## src/rtl/panxi_pc_gen_if.sv

```systemverilog
// Fetch-side bundle of the PC generator: redirect channels, hold code and fetch handshake.
// The hold-code macros live here so every file compiled after this one sees them.
`ifndef HOLD_WIDTH
`define HOLD_WIDTH 3
`endif
`ifndef HOLD_PC
`define HOLD_PC 3'b001
`endif

interface panxi_pc_gen_if #(
    parameter int DW      = 32,
    parameter int N_REDIR = 3,
    parameter int EPOCH_W = 2
);
    logic [N_REDIR-1:0]    redir_en_xi;
    logic [N_REDIR*DW-1:0] redir_addr_xi;
    logic [`HOLD_WIDTH-1:0] hold_flag_xi;
    logic                  rvc_xi;
    logic                  inst_rdy_xi;
    logic [DW-1:0]         inst_addr_xo;
    logic                  inst_vld_xo;
    logic [EPOCH_W-1:0]    epoch_xo;
    logic                  redir_taken_xo;
    logic                  misalign_xo;
    logic [DW-1:0]         misalign_addr_xo;

    // master = PC generator, slave = redirect sources / fetch unit
    modport master (
        input  redir_en_xi, redir_addr_xi, hold_flag_xi, rvc_xi, inst_rdy_xi,
        output inst_addr_xo, inst_vld_xo, epoch_xo, redir_taken_xo,
               misalign_xo, misalign_addr_xo
    );
    modport slave (
        output redir_en_xi, redir_addr_xi, hold_flag_xi, rvc_xi, inst_rdy_xi,
        input  inst_addr_xo, inst_vld_xo, epoch_xo, redir_taken_xo,
               misalign_xo, misalign_addr_xo
    );
endinterface

```

## src/rtl/panxi_pc_gen.sv

```systemverilog
// Program counter generator: prioritised redirects with alignment check, epoch tagging,
// hold-aware sequential stepping (4 bytes, or 2 for compressed fetches when C_EXT=1).
`ifndef HOLD_WIDTH
`define HOLD_WIDTH 3
`endif
`ifndef HOLD_PC
`define HOLD_PC 3'b001
`endif

module panxi_pc_gen #(
    parameter int            DW        = 32,
    parameter logic [DW-1:0] RESET_VEC = {DW{1'b0}},
    parameter int            N_REDIR   = 3,
    parameter bit            C_EXT     = 1'b0,
    parameter int            EPOCH_W   = 2
) (
    input  logic           clk,
    input  logic           rst_n,
    input  logic           rst_jtag_xi,
    panxi_pc_gen_if.master bus
);
    typedef struct packed {
        logic          vld;
        logic [DW-1:0] addr;
    } redir_sel_t;

    logic [N_REDIR-1:0][DW-1:0] tgt;
    redir_sel_t                 sel;
    logic                       stall, vld, fire, misal;
    logic [DW-1:0]              step;

    logic [DW-1:0]      pc_q, pc_d;
    logic [DW-1:0]      maddr_q, maddr_d;
    logic [EPOCH_W-1:0] epoch_q, epoch_d;
    logic               rdy_q, rdy_d;
    logic               taken_q, taken_d;
    logic               mis_q, mis_d;

    assign tgt   = bus.redir_addr_xi;
    assign stall = bus.hold_flag_xi >= `HOLD_PC;
    assign vld   = rdy_q & ~stall;
    assign fire  = vld & bus.inst_rdy_xi;
    assign step  = (C_EXT && bus.rvc_xi) ? DW'(2) : DW'(4);

    // Walk from the top so the lowest requesting index ends up selected.
    always_comb begin
        sel = '0;
        for (int i = N_REDIR - 1; i >= 0; i--) begin
            if (bus.redir_en_xi[i]) begin
                sel.vld  = 1'b1;
                sel.addr = tgt[i];
            end
        end
    end

    assign misal = sel.addr[0] | (~C_EXT & sel.addr[1]);

    always_comb begin
        pc_d    = pc_q;
        epoch_d = epoch_q;
        maddr_d = maddr_q;
        rdy_d   = 1'b1;
        taken_d = 1'b0;
        mis_d   = 1'b0;
        if (rst_jtag_xi) begin
            pc_d    = RESET_VEC;
            epoch_d = '0;
            rdy_d   = 1'b0;
        end else if (sel.vld && !misal) begin
            pc_d    = sel.addr;
            epoch_d = epoch_q + EPOCH_W'(1);
            taken_d = 1'b1;
        end else if (sel.vld) begin
            // Bad target is dropped; PC keeps streaming state untouched.
            mis_d   = 1'b1;
            maddr_d = sel.addr;
        end else if (fire) begin
            pc_d = pc_q + step;
        end
    end

    always_ff @(posedge clk or negedge rst_n) begin
        if (!rst_n) begin
            pc_q    <= RESET_VEC;
            epoch_q <= '0;
            maddr_q <= '0;
            rdy_q   <= 1'b0;
            taken_q <= 1'b0;
            mis_q   <= 1'b0;
        end else begin
            pc_q    <= pc_d;
            epoch_q <= epoch_d;
            maddr_q <= maddr_d;
            rdy_q   <= rdy_d;
            taken_q <= taken_d;
            mis_q   <= mis_d;
        end
    end

    assign bus.inst_addr_xo     = pc_q;
    assign bus.inst_vld_xo      = vld;
    assign bus.epoch_xo         = epoch_q;
    assign bus.redir_taken_xo   = taken_q;
    assign bus.misalign_xo      = mis_q;
    assign bus.misalign_addr_xo = maddr_q;
endmodule

```

## src/flat_wrapper.sv

```systemverilog
// flat-port wrapper written by rule: the top's interface ports become plain ports
module panxi_pc_gen_flat 
#(
    parameter int            DW        = 32,
    parameter logic [DW-1:0] RESET_VEC = {DW{1'b0}},
    parameter int            N_REDIR   = 3,
    parameter bit            C_EXT     = 1'b0,
    parameter int            EPOCH_W   = 2
)
  (clk, rst_n, rst_jtag_xi, bus_redir_en_xi, bus_redir_addr_xi, bus_hold_flag_xi, bus_rvc_xi, bus_inst_rdy_xi, bus_inst_addr_xo, bus_inst_vld_xo, bus_epoch_xo, bus_redir_taken_xo, bus_misalign_xo, bus_misalign_addr_xo);
  panxi_pc_gen_if #(.DW(DW), .N_REDIR(N_REDIR), .EPOCH_W(EPOCH_W)) bus_i ();
  input  logic clk;
  input  logic rst_n;
  input  logic rst_jtag_xi;
  input wire logic [$bits(bus_i.redir_en_xi)-1:0] bus_redir_en_xi;
  input wire logic [$bits(bus_i.redir_addr_xi)-1:0] bus_redir_addr_xi;
  input wire logic [$bits(bus_i.hold_flag_xi)-1:0] bus_hold_flag_xi;
  input wire logic [$bits(bus_i.rvc_xi)-1:0] bus_rvc_xi;
  input wire logic [$bits(bus_i.inst_rdy_xi)-1:0] bus_inst_rdy_xi;
  output wire logic [$bits(bus_i.inst_addr_xo)-1:0] bus_inst_addr_xo;
  output wire logic [$bits(bus_i.inst_vld_xo)-1:0] bus_inst_vld_xo;
  output wire logic [$bits(bus_i.epoch_xo)-1:0] bus_epoch_xo;
  output wire logic [$bits(bus_i.redir_taken_xo)-1:0] bus_redir_taken_xo;
  output wire logic [$bits(bus_i.misalign_xo)-1:0] bus_misalign_xo;
  output wire logic [$bits(bus_i.misalign_addr_xo)-1:0] bus_misalign_addr_xo;
  assign bus_i.redir_en_xi = bus_redir_en_xi;
  assign bus_i.redir_addr_xi = bus_redir_addr_xi;
  assign bus_i.hold_flag_xi = bus_hold_flag_xi;
  assign bus_i.rvc_xi = bus_rvc_xi;
  assign bus_i.inst_rdy_xi = bus_inst_rdy_xi;
  assign bus_inst_addr_xo = bus_i.inst_addr_xo;
  assign bus_inst_vld_xo = bus_i.inst_vld_xo;
  assign bus_epoch_xo = bus_i.epoch_xo;
  assign bus_redir_taken_xo = bus_i.redir_taken_xo;
  assign bus_misalign_xo = bus_i.misalign_xo;
  assign bus_misalign_addr_xo = bus_i.misalign_addr_xo;
  panxi_pc_gen #(.DW(DW), .RESET_VEC(RESET_VEC), .N_REDIR(N_REDIR), .C_EXT(C_EXT), .EPOCH_W(EPOCH_W)) u_core (.clk(clk), .rst_n(rst_n), .rst_jtag_xi(rst_jtag_xi), .bus(bus_i));
endmodule
```

## config.mk

```make
export PLATFORM = sky130hd
export DESIGN_NAME = panxi_pc_gen_flat
export DESIGN_NICKNAME = d
export VERILOG_FILES = /design/src/rtl/panxi_pc_gen_if.sv /design/src/rtl/panxi_pc_gen.sv /design/src/flat_wrapper.sv
export SDC_FILE = /design/constraint.sdc
export NUM_CORES = 1
export LEC_CHECK = 0
export BUFFER_PORTS_ARGS = -buffer_cell sky130_fd_sc_hd__buf_4
export CORE_ASPECT_RATIO = 0.8
export CORE_UTILIZATION = 49
export CTS_BUF_LIST = sky130_fd_sc_hd__clkbuf_8
export DETAILED_ROUTE_END_ITERATION = 12
export GPL_ROUTABILITY_DRIVEN = 0
export GPL_TIMING_DRIVEN = 1
export PLACE_DENSITY = 0.9
export SYNTH_ARGS = -nofsm -noshare
export SYNTH_HDL_FRONTEND = slang
export SYNTH_SLANG_ARGS = --single-unit
```

## constraint.sdc

```tcl
create_clock -name clk -period 2 [get_ports clk]
set_input_delay 0.4 -clock clk [delete_from_list [all_inputs] [get_ports clk]]
set_output_delay 0.4 -clock clk [all_outputs]
set_load 0.005 [all_outputs]
```

# [Yosys cells after proc, flatten, opt, wreduce, memory -nomap -nowiden]
# Cells that the tools add are included.
[classes] mux=15 bitwise_logic=6 eq_ne=1 magnitude_cmp=1 n_reduce_logical=6 addsub=2
[op_table] op="two-way mux 32 bit" count=4
[op_table] op="two-way mux 33 bit" count=3
[op_table] op="adder 32 x 3 -> 32 bit, second input constant" count=1
[op_table] op="two-way mux 1 bit" count=6
[op_table] op="two-way mux 2 bit" count=2
[op_table] op="greater-or-equal comparator 3 x 1 -> 1 bit, second input constant" count=1
[op_table] op="inequality test 3 bit, second input constant" count=1
[op_table] op="inverter 1 bit" count=3
[op_table] op="AND reduction 3 bit" count=1
[op_table] op="nonzero test 3 bit" count=1
[op_table] op="adder 2 x 1 -> 2 bit, second input constant" count=1
[op_table] op="AND 1 bit" count=2
[op_table] op="AND reduction 2 bit" count=1
[op_table] op="nonzero test 2 bit" count=1
[op_table] op="logical AND 1 bit" count=1
[op_table] op="zero test 1 bit" count=1
[op_table] op="bitwise OR 1 bit" count=1
[word_totals] elab_cells=37 regBits=69 input_bits=107 out_inout_bits=69

# [Longest topological paths before layout]
# Gate-level depths: netlist of run 1.
[logic_depth] ltp_word=8 mapped_depth=8 mapped_depth_nobuf=6

# [Worst setup path before layout of run 1]
# No wires, ideal clock.
[synth_timing] path_kind="input to register" from="in bus_redir_en_xi[1]" to="reg u_core.pc_q[31] (netlist: u_core.bus.inst_addr_xo[31])" t_required_ps=1906 cell_stages=6 n_path_buf=1 arrival_time_ps=1971 slack_ps=-65 setup_ps=94 path_cell_list="buf_6 > or4b_4 > nor3_4 > nand2_2 > o41a_1 > a221oi_2"
[synth_between] elab_chain_len=7 word_cells_on_any_way=10 cone_classes="eq/ne (1); mux (4); bitwise (1); reduce/logical (4)"
[synth_rtl] element="start, declared" line_no="flat_wrapper.sv:15" text="input wire logic [$bits(bus_i.redir_en_xi)-1:0] bus_redir_en_xi;"
[synth_rtl] element="two-way mux 33 bit (*) (2 in a row)" line_no="panxi_pc_gen.sv:49" text="if (bus.redir_en_xi[i]) begin"
[synth_rtl] element="bitwise OR 1 bit" line_no="panxi_pc_gen.sv:56" text="assign misal = sel.addr[0] | (~C_EXT & sel.addr[1]);"
[synth_rtl] element="zero test 1 bit" line_no="panxi_pc_gen.sv:69" text="end else if (sel.vld && !misal) begin"
[synth_rtl] element="logical AND 1 bit" line_no="panxi_pc_gen.sv:69"
[synth_rtl] element="inequality test 3 bit (no line) (tied with other cells)"
[synth_rtl] element="AND reduction 2 bit (no line) or two-way mux 32 bit (tied branches)"
[synth_rtl] element="end signal, assigned" line_no="panxi_pc_gen.sv:91" text="pc_q <= pc_d;"
[synth_rtl] element="end, declared" line_no="panxi_pc_gen.sv:32" text="logic [DW-1:0] pc_q, pc_d;"
# Mark *: on every way between the ends. The rest lies on a longest branch, timed or not.
# A chain may end at the register's enable or synchronous reset.

# [Worst setup path after layout of run 1]
[layout_timing] from="reg u_core.rdy_q" to="reg u_core.pc_q[8] (netlist: u_core.bus.inst_addr_xo[8])"
[layout_between] elab_chain_len=4
[layout_rtl] element="start, declared" line_no="panxi_pc_gen.sv:35" text="logic rdy_q, rdy_d;"
[layout_rtl] element="start signal, assigned" line_no="panxi_pc_gen.sv:94" text="rdy_q <= rdy_d;"
[layout_rtl] element="AND 1 bit" line_no="panxi_pc_gen.sv:41" text="assign vld = rdy_q & ~stall;"
[layout_rtl] element="AND 1 bit" line_no="panxi_pc_gen.sv:42" text="assign fire = vld & bus.inst_rdy_xi;"
[layout_rtl] element="nonzero test 3 bit (no line)"
[layout_rtl] element="AND reduction 2 bit (no line)"
# Every way passes these cells.

==> impl_metrics.yaml, run 1 <==
routing:
  postRouteAntennaNets: 0
  initialDrtViolationCount: 369
  drc_errors: 0
  avgRoutedWirePerCell_um: 19.3
  via_per_inst: 6.18
  vias: 4463
  drt_pre_antenna_iters: 6
  wirelength_mm: 14.0
grt:
  grt_first_pass_wirelength_mm: 21.2
  use_met1_pct: 46.8
  use_met3_pct: 7.23
  grt_pass1_vias: 4151
  grt.total_usage_pct: 34.8
  busiest_layer: "met2"
  grt_start_max_net_pins: 46
  grtUsageMet2_pct: 55.6
  grt_antenna_before_repair: 0
  grt_overflow: 0
die:
  die_x_um: 101
  io_pins: 176
  num_rows: 28
  die_h_um: 81.5
  coreArea_um2: 7530
  initial_core_util_pct: 51.4
  die_area_um2: 8260
logic_synthesis:
  async_flop_share_pct: 100
  yosys_most_used_dff: "dfrtp_1"
  ys_warn_count: 0
  syn_nets: 533
  synth_edf_count: 0
  synth_area_um2: 3870
  ys_seq_elements: 69
  seq_area_frac_synth_pct: 44.6
  netlist_instances: 425
  syn_area_per_cell_um2: 9.10
  synth_cell_type_count: 49
sta:
  worstMarginPinSlew_ns: 0.642
  slew_headroom_pct: 56.7
  finClkSkew_ns: 0.00750
  setup_tns_ns: 0
  setup_viol: 0
  finalCriticalPeriod_ns: 1.94
  max_freq_mhz: 516
  setup_ws_ns: 0.0634
  rsz0062_at_grt: "yes"
  final.period_utilization_pct: 96.8
  hold_viol_final: 0
  drv_slew: 0
pwr:
  switching_share_pct: 30.8
  p_switching_uw: 1170
  combPwrFrac_pct: 27.8
  p_per_area_nw_per_um2: 665
  ir_drop_mv: 0.356
  seq_power_share_pct: 45.4
  p_clk_share_pct: 26.8
  power_uw: 3800
  p_int_uw: 2630
  leakagePower_uw: 0.00267
place:
  pre_cts_slack_ns: -0.233
  portBuffers: 174
  place_hpwl_mm: 10.5
clocking:
  cts_tree: "built"
  clkSinkCount: 69
  clock_latency_ns: 0.35
  cts_buffer_depth: 2
  h-tree-depth: 3
  cts_hold_buffers: 0
  clockRootBuffer: "clkbuf_8"
  numCtsBuffers: 9
  clk_pin_slew_ns: 0.07
worst_setup_path:
  reg2regPathDepth: 6
  crit_type: "flip-flop to flip-flop"
  required_ns: 2.24
  crit_chain: "or4b_4 -> buf_4 -> nor4_1 -> xor2_1 -> nor2_1 -> a211oi_1"
  critPathArrivalTime_ns: 2.18
  worst_setup_path_end_kind: "flip-flop"
  crit_path_max_incr_delay_ns: 0.52
  reg2reg_from: "u_core.rdy_q"
  timing.rr.end: "u_core.bus.inst_addr_xo[8]"
  cp_slowest_cell: "or4b_4"
  reg2reg_slack_ns: 0.06
  cp-start-kind: "flip-flop"
  crit_fanout: 4
flow_run:
  drv_cap: 0
cells_and_area:
  register_area_um2: 1730
  fin_util_pct: 75.8
  insertedDiodeCount: 0
  drive_gt1_share_pct: 39.9
  nets: 722
  fillers: 525
  multiInputGateArea_um2: 2040
  area_delta_synth_final_pct: 47.6
run_status:
  status: "finished clean"
min_path:
  hp-class: "input port to asynchronous set/reset pin"
-- cells in the final DEF, fill, tap and decap left out, types with 3 or more instances in the layout --
| master | synthesis | routed |
|---|---|---|
| nor4_2 | 1 | 3 |
| a221oi_1 | 6 | 6 |
| a21o_1 | 6 | 6 |
| nand4_1 | 10 | 10 |
| xnor2_1 | 15 | 15 |
| and4_1 | 5 | 5 |
| nor3_2 | 0 | 4 |
| inv_1 | 5 | 6 |
| xor2_1 | 3 | 3 |
| nor2_1 | 27 | 27 |
| a211oi_1 | 19 | 19 |
| buf_4 | 0 | 207 |
| o21a_1 | 4 | 4 |
| a221o_1 | 17 | 17 |
| a22oi_1 | 12 | 12 |
| a21oi_1 | 26 | 26 |
| nor3_1 | 12 | 8 |
| and3_1 | 8 | 8 |
| dfrtp_1 | 69 | 69 |
| nand3_1 | 13 | 12 |
| buf_12 | 0 | 3 |
| a31oi_1 | 3 | 3 |
| o21ai_0 | 52 | 52 |
| clkbuf_8 | 0 | 11 |
| nand2_1 | 42 | 42 |
| nand3b_1 | 3 | 3 |
-- routing by layer --
metal  up-vias  share of wire, %
li1       1975                 -
met1      2128                40
met2       315                47
met3        45                10
met4         0               3.3
met5         -                 0
-- final cells by class --
| class | instances | area share [%] |
|---|---|---|
| Multi-Input combinational cell | 316 | 35.6 |
| Clock inverter | 3 | 0.241 |
| Clock buffer | 11 | 2.65 |
| Tap cell | 105 | 2.30 |
| Sequential cell | 69 | 30.2 |
| Inverter | 7 | 0.460 |
| Timing Repair Buffer | 211 | 28.5 |
-- worst max path at each step --
stage | startpoint | to | slack (ns)
3_5_place_dp | bus_redir_en_xi[1] | u_core.bus.inst_addr_xo[13] | -0.23
4_1_cts | u_core.rdy_q | bus_inst_vld_xo | 0.01
6_report | u_core.rdy_q | u_core.bus.inst_addr_xo[8] | 0.06
3_3_place_gp | bus_redir_en_xi[2] | u_core.bus.inst_addr_xo[31] | -0.15
2_1_floorplan | bus_redir_en_xi[1] | u_core.bus.inst_addr_xo[31] | -0.03
5_1_grt | u_core.bus.inst_addr_xo[13] | u_core.bus.inst_addr_xo[26] | -0.03
-- through the flow --
| stage | instances | area (µm²) | hold slack, ns |
|---|---|---|---|
| 2_1_floorplan | 425 | 3870 | 0.104 |
| 3_3_place_gp | 706 | 5500 | 0.379 |
| 3_5_place_dp | 706 | 5500 | 0.391 |
| 4_1_cts | 722 | 5680 | 0.0177 |
| 5_1_grt | 722 | 5710 | 0.0500 |
| 6_report | 722 | 5710 | 0.0160 |
-- logic make-up (layout without fill, tap and decap cells) --
| family | after synthesis | count (layout) | share of synthesized area, % |
|---|---|---|---|
| buf+inv | 40 | 232 | 4.08 |
| fa+ha+maj | 1 | 1 | 0.323 |
| simple gates | 139 | 139 | 19.6 |
| compound gates | 157 | 157 | 27.0 |
| xor+xnor | 18 | 18 | 4.08 |
| mux | 1 | 1 | 0.291 |
| flops | 69 | 69 | 44.6 |
-- synth_stat cells (2+ instances only) --
cell,number,share of area [%]
a211oi_1,19,3.7
a21o_1,6,1.2
a21oi_1,26,3.4
a221o_1,17,4.4
a221oi_1,6,1.4
a22o_1,2,0.45
a22oi_1,12,2.3
a2bb2oi_1,2,0.45
a31oi_1,3,0.49
and3_1,8,1.3
and4_1,5,1.1
buf_1,3,0.29
clkbuf_1,29,2.8
dfrtp_1,69,45
inv_1,5,0.49
inv_2,2,0.19
nand2_1,42,4.1
nand3_1,13,1.7
nand3b_1,3,0.58
nand4_1,10,1.6
nor2_1,27,2.6
nor2b_1,3,0.49
nor3_1,12,1.6
nor4_1,3,0.49
o21a_1,4,0.78
o21ai_0,52,6.7
o31ai_1,2,0.39
or3_1,2,0.32
or4b_4,2,0.71
xnor2_1,15,3.4
xor2_1,3,0.68
-- flip-flops by register name (all words and copies together) (netlist names) --
register / cells
u_core.rdy_q: 1
u_core.bus.redir_taken_xo: 1
u_core.bus.epoch_xo: 2
u_core.bus.misalign_xo: 1
u_core.bus.inst_addr_xo: 32
u_core.bus.misalign_addr_xo: 32
-- critical path, delay by kind of cell (launching register included) --
kind	cells	cell delay, ns
AOI/OAI and AO/OA	1	0.26
xor gates and xnor gates	1	0.18
and+or+nand+nor	3	0.90
buffers and inverters	1	0.17
DFF	1	0.32
-- power groups by stage --
stage | sequential (µW) | clock (µW) | combinational (µW)
2_1_floorplan | 1730 | 0 | 381
3_3_place_gp | 1730 | 0 | 1010
3_5_place_dp | 1740 | 0 | 1040
4_1_cts | 1720 | 1020 | 1050
5_1_grt | 1740 | 1060 | 1140
6_report | 1730 | 1020 | 1060
-- what timing repair did --
action / 4_1_cts / 5_1_grt
setup endpoints to repair: 1 / 13
gates resized for setup: 0 / 6
setup buffers: 2 / 1
pin swaps: 0 / 1
Note: power is estimated with default switching activity, not from simulation.
==> run 2, diff against run 1 <==
CORE_UTILIZATION = 47   (was 49)
CTS_BUF_LIST = default   (was sky130_fd_sc_hd__clkbuf_8)
PLACE_DENSITY = 0.78   (was 0.9)
==> impl_metrics.yaml, run 2 (synthesis results as in run 1) <==
die:
  die_h_um: 83.2
  num_rows: 29
  die_x_um: 103
  coreArea_um2: 7950
  io_pins: 176
  initial_core_util_pct: 48.7
  die_area_um2: 8600
worst_setup_path:
  crit_type: "flip-flop to flip-flop"
  reg2reg_slack_ns: 0.04
  worst_setup_path_end_kind: "flip-flop"
  required_ns: 2.27
  path_delay_family: "simple AND/OR/NAND/NOR gates"
  cp-start-kind: "flip-flop"
  crit_fanout: 6
  critPathBufInv: 0
  cp_slowest_cell: "or4b_4"
  crit_chain: "or4b_4 -> nor3_4 -> nand2_2 -> o41a_1 -> a221oi_2"
  crit_path_max_incr_delay_ns: 0.52
  critPathArrivalTime_ns: 2.23
clocking:
  h-tree-depth: 3
  cts_buffer_depth: 2
  cts_tree: "built"
  clock_latency_ns: 0.36
  clk_pin_slew_ns: 0.08
  clockRootBuffer: "clkbuf_8"
  numCtsBuffers: 9
  clkSinkCount: 69
routing:
  wl_met1_mm: 5.89
  drc_errors: 0
  drt_pre_antenna_iters: 5
  via_per_inst: 6.01
  route.met3.wl_mm: 1.60
  avgRoutedWirePerCell_um: 19.2
  initialDrtViolationCount: 334
  wl_met2_mm: 6.34
  routed.top_layer: "met4"
  vias: 4431
  wirelength_mm: 14.2
  postRouteAntennaNets: 0
sta:
  drv_slew: 0
  finClkSkew_ns: 0.0120
  slew_headroom_pct: 56.3
  setup_ws_ns: 0.0426
  rsz0062_at_grt: "yes"
  finalCriticalPeriod_ns: 1.96
  hold_viol_final: 0
  setup_viol: 0
  worstMarginPinSlew_ns: 0.648
  max_freq_mhz: 511
  final.period_utilization_pct: 97.9
grt:
  grt_pass1_vias: 4190
  grt_antenna_before_repair: 0
  grt.total_usage_pct: 33.6
  grt_first_pass_wirelength_mm: 21.8
  grt_start_max_net_pins: 32
  grt_overflow: 0
run_status:
  status: "finished clean"
pwr:
  combPwrFrac_pct: 27.0
  p_per_area_nw_per_um2: 678
  seq_power_share_pct: 43.8
  p_int_uw: 2720
  leakagePower_uw: 0.00273
  p_switching_uw: 1200
  ir_drop_mv: 0.407
  p_clk_share_pct: 29.2
  switching_share_pct: 30.7
  power_uw: 3920
cells_and_area:
  final_area_um2: 5780
  drive_gt1_share_pct: 40.5
  area_delta_synth_final_pct: 49.4
  insertedDiodeCount: 0
  nets: 732
  final_common_cell: "buf_4"
  final_cell_mix: "buf_4 (220), dfrtp_1 (69), o21ai_0 (52), nand2_1 (42), nor2_1 (27)"
place:
  place_area_um2: 5530
  portBuffers: 174
  pre_cts_slack_ns: -0.218
  place_hpwl_mm: 10.7
min_path:
  hp-class: "input port to flip-flop"
flow_run:
  drv_cap: 0
run 2: changes by cell type in the layout (fill, tap and decap cells not counted), sizes merged:
| cell | change |
|---|---|
| buf | +9 |
| inv | -1 |
| dlygate4sd3 | +1 |
| clkinvlp | +1 |
| clkbuf | +2 |
run 2: final timing paths:
check	start	to	cells after the start
worst max-delay path	u_core.rdy_q	u_core.bus.inst_addr_xo[31]	5
worst min-delay path	bus_redir_addr_xi[17]	u_core.bus.misalign_addr_xo[17]	3
worst max register to register	u_core.rdy_q	u_core.bus.inst_addr_xo[31]	5
worst min register to register	u_core.bus.misalign_addr_xo[29]	u_core.bus.misalign_addr_xo[29]	2
max in group asynchronous	rst_n	u_core.bus.misalign_addr_xo[6]	3
min in group asynchronous	rst_n	u_core.bus.inst_addr_xo[11]	2
run 2: worst reg2reg max path: stages, from the launching register on:
cell and delay [ns]:
dfrtp_1 0.32, or4b_4 0.52, nor3_4 0.35, nand2_2 0.11, o41a_1 0.35, a221oi_2 0.24
run 2: layout make-up:
cell class / instances / area [µm²]
inverters: 7 / 28.8
repair buffers: 221 / 1660
fillers: 627 / 2170
multi-input cells: 316 / 2030
clock buffers: 13 / 179
well taps: 108 / 135
clock inverters: 3 / 17.5
flip-flops and latches: 69 / 1730
run 2: what timing repair did:
item / CTS / global route
gates resized for setup: 1 / 4
pin swaps: 0 / 2
hold endpoints to repair: 29 / 0
hold buffers: 1 / 0
endpoints found under the setup margin: 1 / 10
setup buffers: 2 / 2
run 2: metrics by stage:
step / hold slack, ns / util [%] / instances / TNS, ns
after CTS: 0.357 / 72.4 / 736 / 0
final: 0.363 / 72.7 / 737 / 0
after floorplan: 0.104 / - / 425 / -0.0322
after global routing: 0.365 / 72.7 / 737 / -0.0431
after global placement: 0.359 / 69.5 / 717 / -1.79
after detailed placement: 0.360 / 69.5 / 717 / -2.86
run 2: routing by layer:
metal / vias to the layer above / GRT usage, %
met5: - / 0
met4: 0 / 10.4
met3: 32 / 10.0
met2: 251 / 49.0
met1: 2146 / 47.9
li1: 2002 / -
run 2: power groups by stage:
stage / Sequential [µW] / Clock (µW) / Combinational, µW
CTS: 1710 / 1140 / 1050
global route: 1740 / 1200 / 1150
floorplan: 1730 / 0 / 381
finish: 1720 / 1150 / 1060
detailed placement: 1730 / 0 / 1050
global placement: 1730 / 0 / 1020
==> run 3, diff against run 2 <==
BUFFER_PORTS_ARGS = -buffer_cell sky130_fd_sc_hd__buf_2   (was -buffer_cell sky130_fd_sc_hd__buf_4)
CELL_PAD_IN_SITES_DETAIL_PLACEMENT = 1   (was default)
CELL_PAD_IN_SITES_GLOBAL_PLACEMENT = 1   (was default)
CORE_UTILIZATION = 34   (was 47)
==> impl_metrics.yaml, run 3 (synthesis results as in run 1) <==
run_status:
  status: "finished clean"
routing:
  postRouteAntennaNets: 0
  wirelength_mm: 16.1
  drt_pre_antenna_iters: 4
  via_per_inst: 5.59
  initialDrtViolationCount: 228
  drc_errors: 0
  vias: 4341
  avgRoutedWirePerCell_um: 20.7
die:
  io_pins: 176
  die_area_um2: 11800
  initial_core_util_pct: 35.2
  num_rows: 34
  coreArea_um2: 11000
  die_h_um: 97.4
  die_x_um: 121
sta:
  final.period_utilization_pct: 99.1
  setup_tns_ns: 0
  setup_viol: 0
  max_freq_mhz: 504
  slew_headroom_pct: 54.3
  finClkSkew_ns: 0.00941
  rsz0062_at_grt: "yes"
  hold_viol_final: 0
  drv_slew: 0
  whs_ns: 0.0520
  finalCriticalPeriod_ns: 1.98
  worstMarginPinSlew_ns: 0.678
  setup_ws_ns: 0.0174
grt:
  grt.total_usage_pct: 27.9
  grt_first_pass_wirelength_mm: 24.7
  grt_start_max_net_pins: 44
  grt_overflow: 0
  grt_pass1_vias: 4438
  grt_antenna_before_repair: 1
pwr:
  ir_drop_mv: 0.406
  leakagePower_uw: 0.00266
  p_per_area_nw_per_um2: 774
  seq_power_share_pct: 40.1
  switching_share_pct: 31.0
  p_int_uw: 2970
  p_clk_share_pct: 37.9
  p_switching_uw: 1340
  combPwrFrac_pct: 22.0
place:
  dpl.cell_count: 755
  place_hpwl_mm: 12.1
  place_area_um2: 5190
  portBuffers: 174
  pre_cts_slack_ns: -0.220
worst_setup_path:
  required_ns: 1.60
  critPathArrivalTime_ns: 1.58
  worst_setup_path_end_kind: "output port"
  crit_type: "flip-flop to output port"
  crit_fanout: 5
  cp-start-kind: "flip-flop"
clocking:
  clock_latency_ns: 0.34
  clkSinkCount: 69
  cts_tree: "built"
  clk_pin_slew_ns: 0.06
  h-tree-depth: 3
  clockRootBuffer: "clkbuf_16"
  cts_buffer_depth: 2
  numCtsBuffers: 9
cells_and_area:
  fin_cells: 776
  fillers: 1363
  drive_gt1_share_pct: 41.7
  area_delta_synth_final_pct: 44.0
  final_area_um2: 5570
  final_common_cell: "buf_2"
  nets: 734
  final_cell_mix: "buf_2 (173), dfrtp_1 (69), o21ai_0 (52), buf_4 (46), nand2_1 (42)"
min_path:
  hp-class: "input port to asynchronous set/reset pin"
flow_run:
  drv_cap: 0
## run 3: cell count changes in the layout (fill, tap and decap cells not counted), moves of 2 or more
| cell | delta |
|---|---|
| buf_4 | -174 |
| nor4_2 | +2 |
| a221oi_2 | +2 |
| clkbuf_8 | -13 |
| buf_12 | +3 |
| clkinvlp_4 | +2 |
| buf_2 | +173 |
| a221oi_1 | -2 |
| clkbuf_16 | +9 |
## run 3: routing by layer
| layer | vias up | share of wire (%) | track usage [%] |
|---|---|---|---|
| met5 | - | 0 | 0 |
| met4 | 0 | 1.2 | 7.41 |
| met3 | 22 | 6.5 | 4.52 |
| met2 | 172 | 47 | 45.1 |
| met1 | 2148 | 45 | 38.4 |
| li1 | 1999 | - | - |
## run 3: power by group through the flow
stage / clock, µW / combinational, µW / sequential [µW]
finish: 1630 / 946 / 1730
global route: 1680 / 1040 / 1750
CTS: 1630 / 943 / 1730
detailed placement: 0 / 931 / 1740
global placement: 0 / 896 / 1730
floorplan: 0 / 381 / 1730
## run 3: final timing paths
path / startpoint / end / slack [ns] / depth (start not counted)
max in group asynchronous: rst_n / u_core.bus.misalign_addr_xo[14] / 1.37 / 2
worst min register to register: u_core.bus.misalign_addr_xo[2] / u_core.bus.misalign_addr_xo[2] / 0.49 / 2
min in group clk: bus_redir_addr_xi[18] / u_core.bus.misalign_addr_xo[18] / 0.40 / 3
worst max register to register: u_core.rdy_q / u_core.bus.inst_addr_xo[31] / 0.03 / 5
worst min-delay path: rst_n / u_core.bus.inst_addr_xo[1] / 0.05 / 1
worst max-delay path: u_core.rdy_q / bus_inst_vld_xo / 0.02 / 5
## run 3: area by class of cell
| cell class | count | area, µm² | area share [%] |
|---|---|---|---|
| tap | 144 | 180 | 3.24 |
| clock inverter | 7 | 75.1 | 1.35 |
| timing repair buffer | 223 | 1280 | 23.0 |
| sequential | 69 | 1730 | 31.0 |
| clock buffer | 9 | 225 | 4.04 |
| antenna | 1 | 2.50 | 0.0449 |
| inverter | 7 | 28.8 | 0.517 |
| multi-input combinational | 316 | 2050 | 36.8 |
## run 3: timing repair
action,CTS,global route
buffers inserted,3,1
gates resized for setup,1,8
endpoints found under the setup margin,1,9
hold buffers,0,0
pin swaps,0,6
## run 3: metrics by stage
step	power, µW	utilization [%]
detailed placement	2670	47.3
finish	4310	50.7
global placement	2630	47.3
CTS	4300	50.3
floorplan	2110	-
global route	4480	50.7
## run 3: worst max-delay path: stages (launching register included)
cell	delay (ns)
dfrtp_1	0.31
or4b_4	0.53
inv_4	0.09
buf_6	0.10
buf_4	0.11
buf_2	0.10
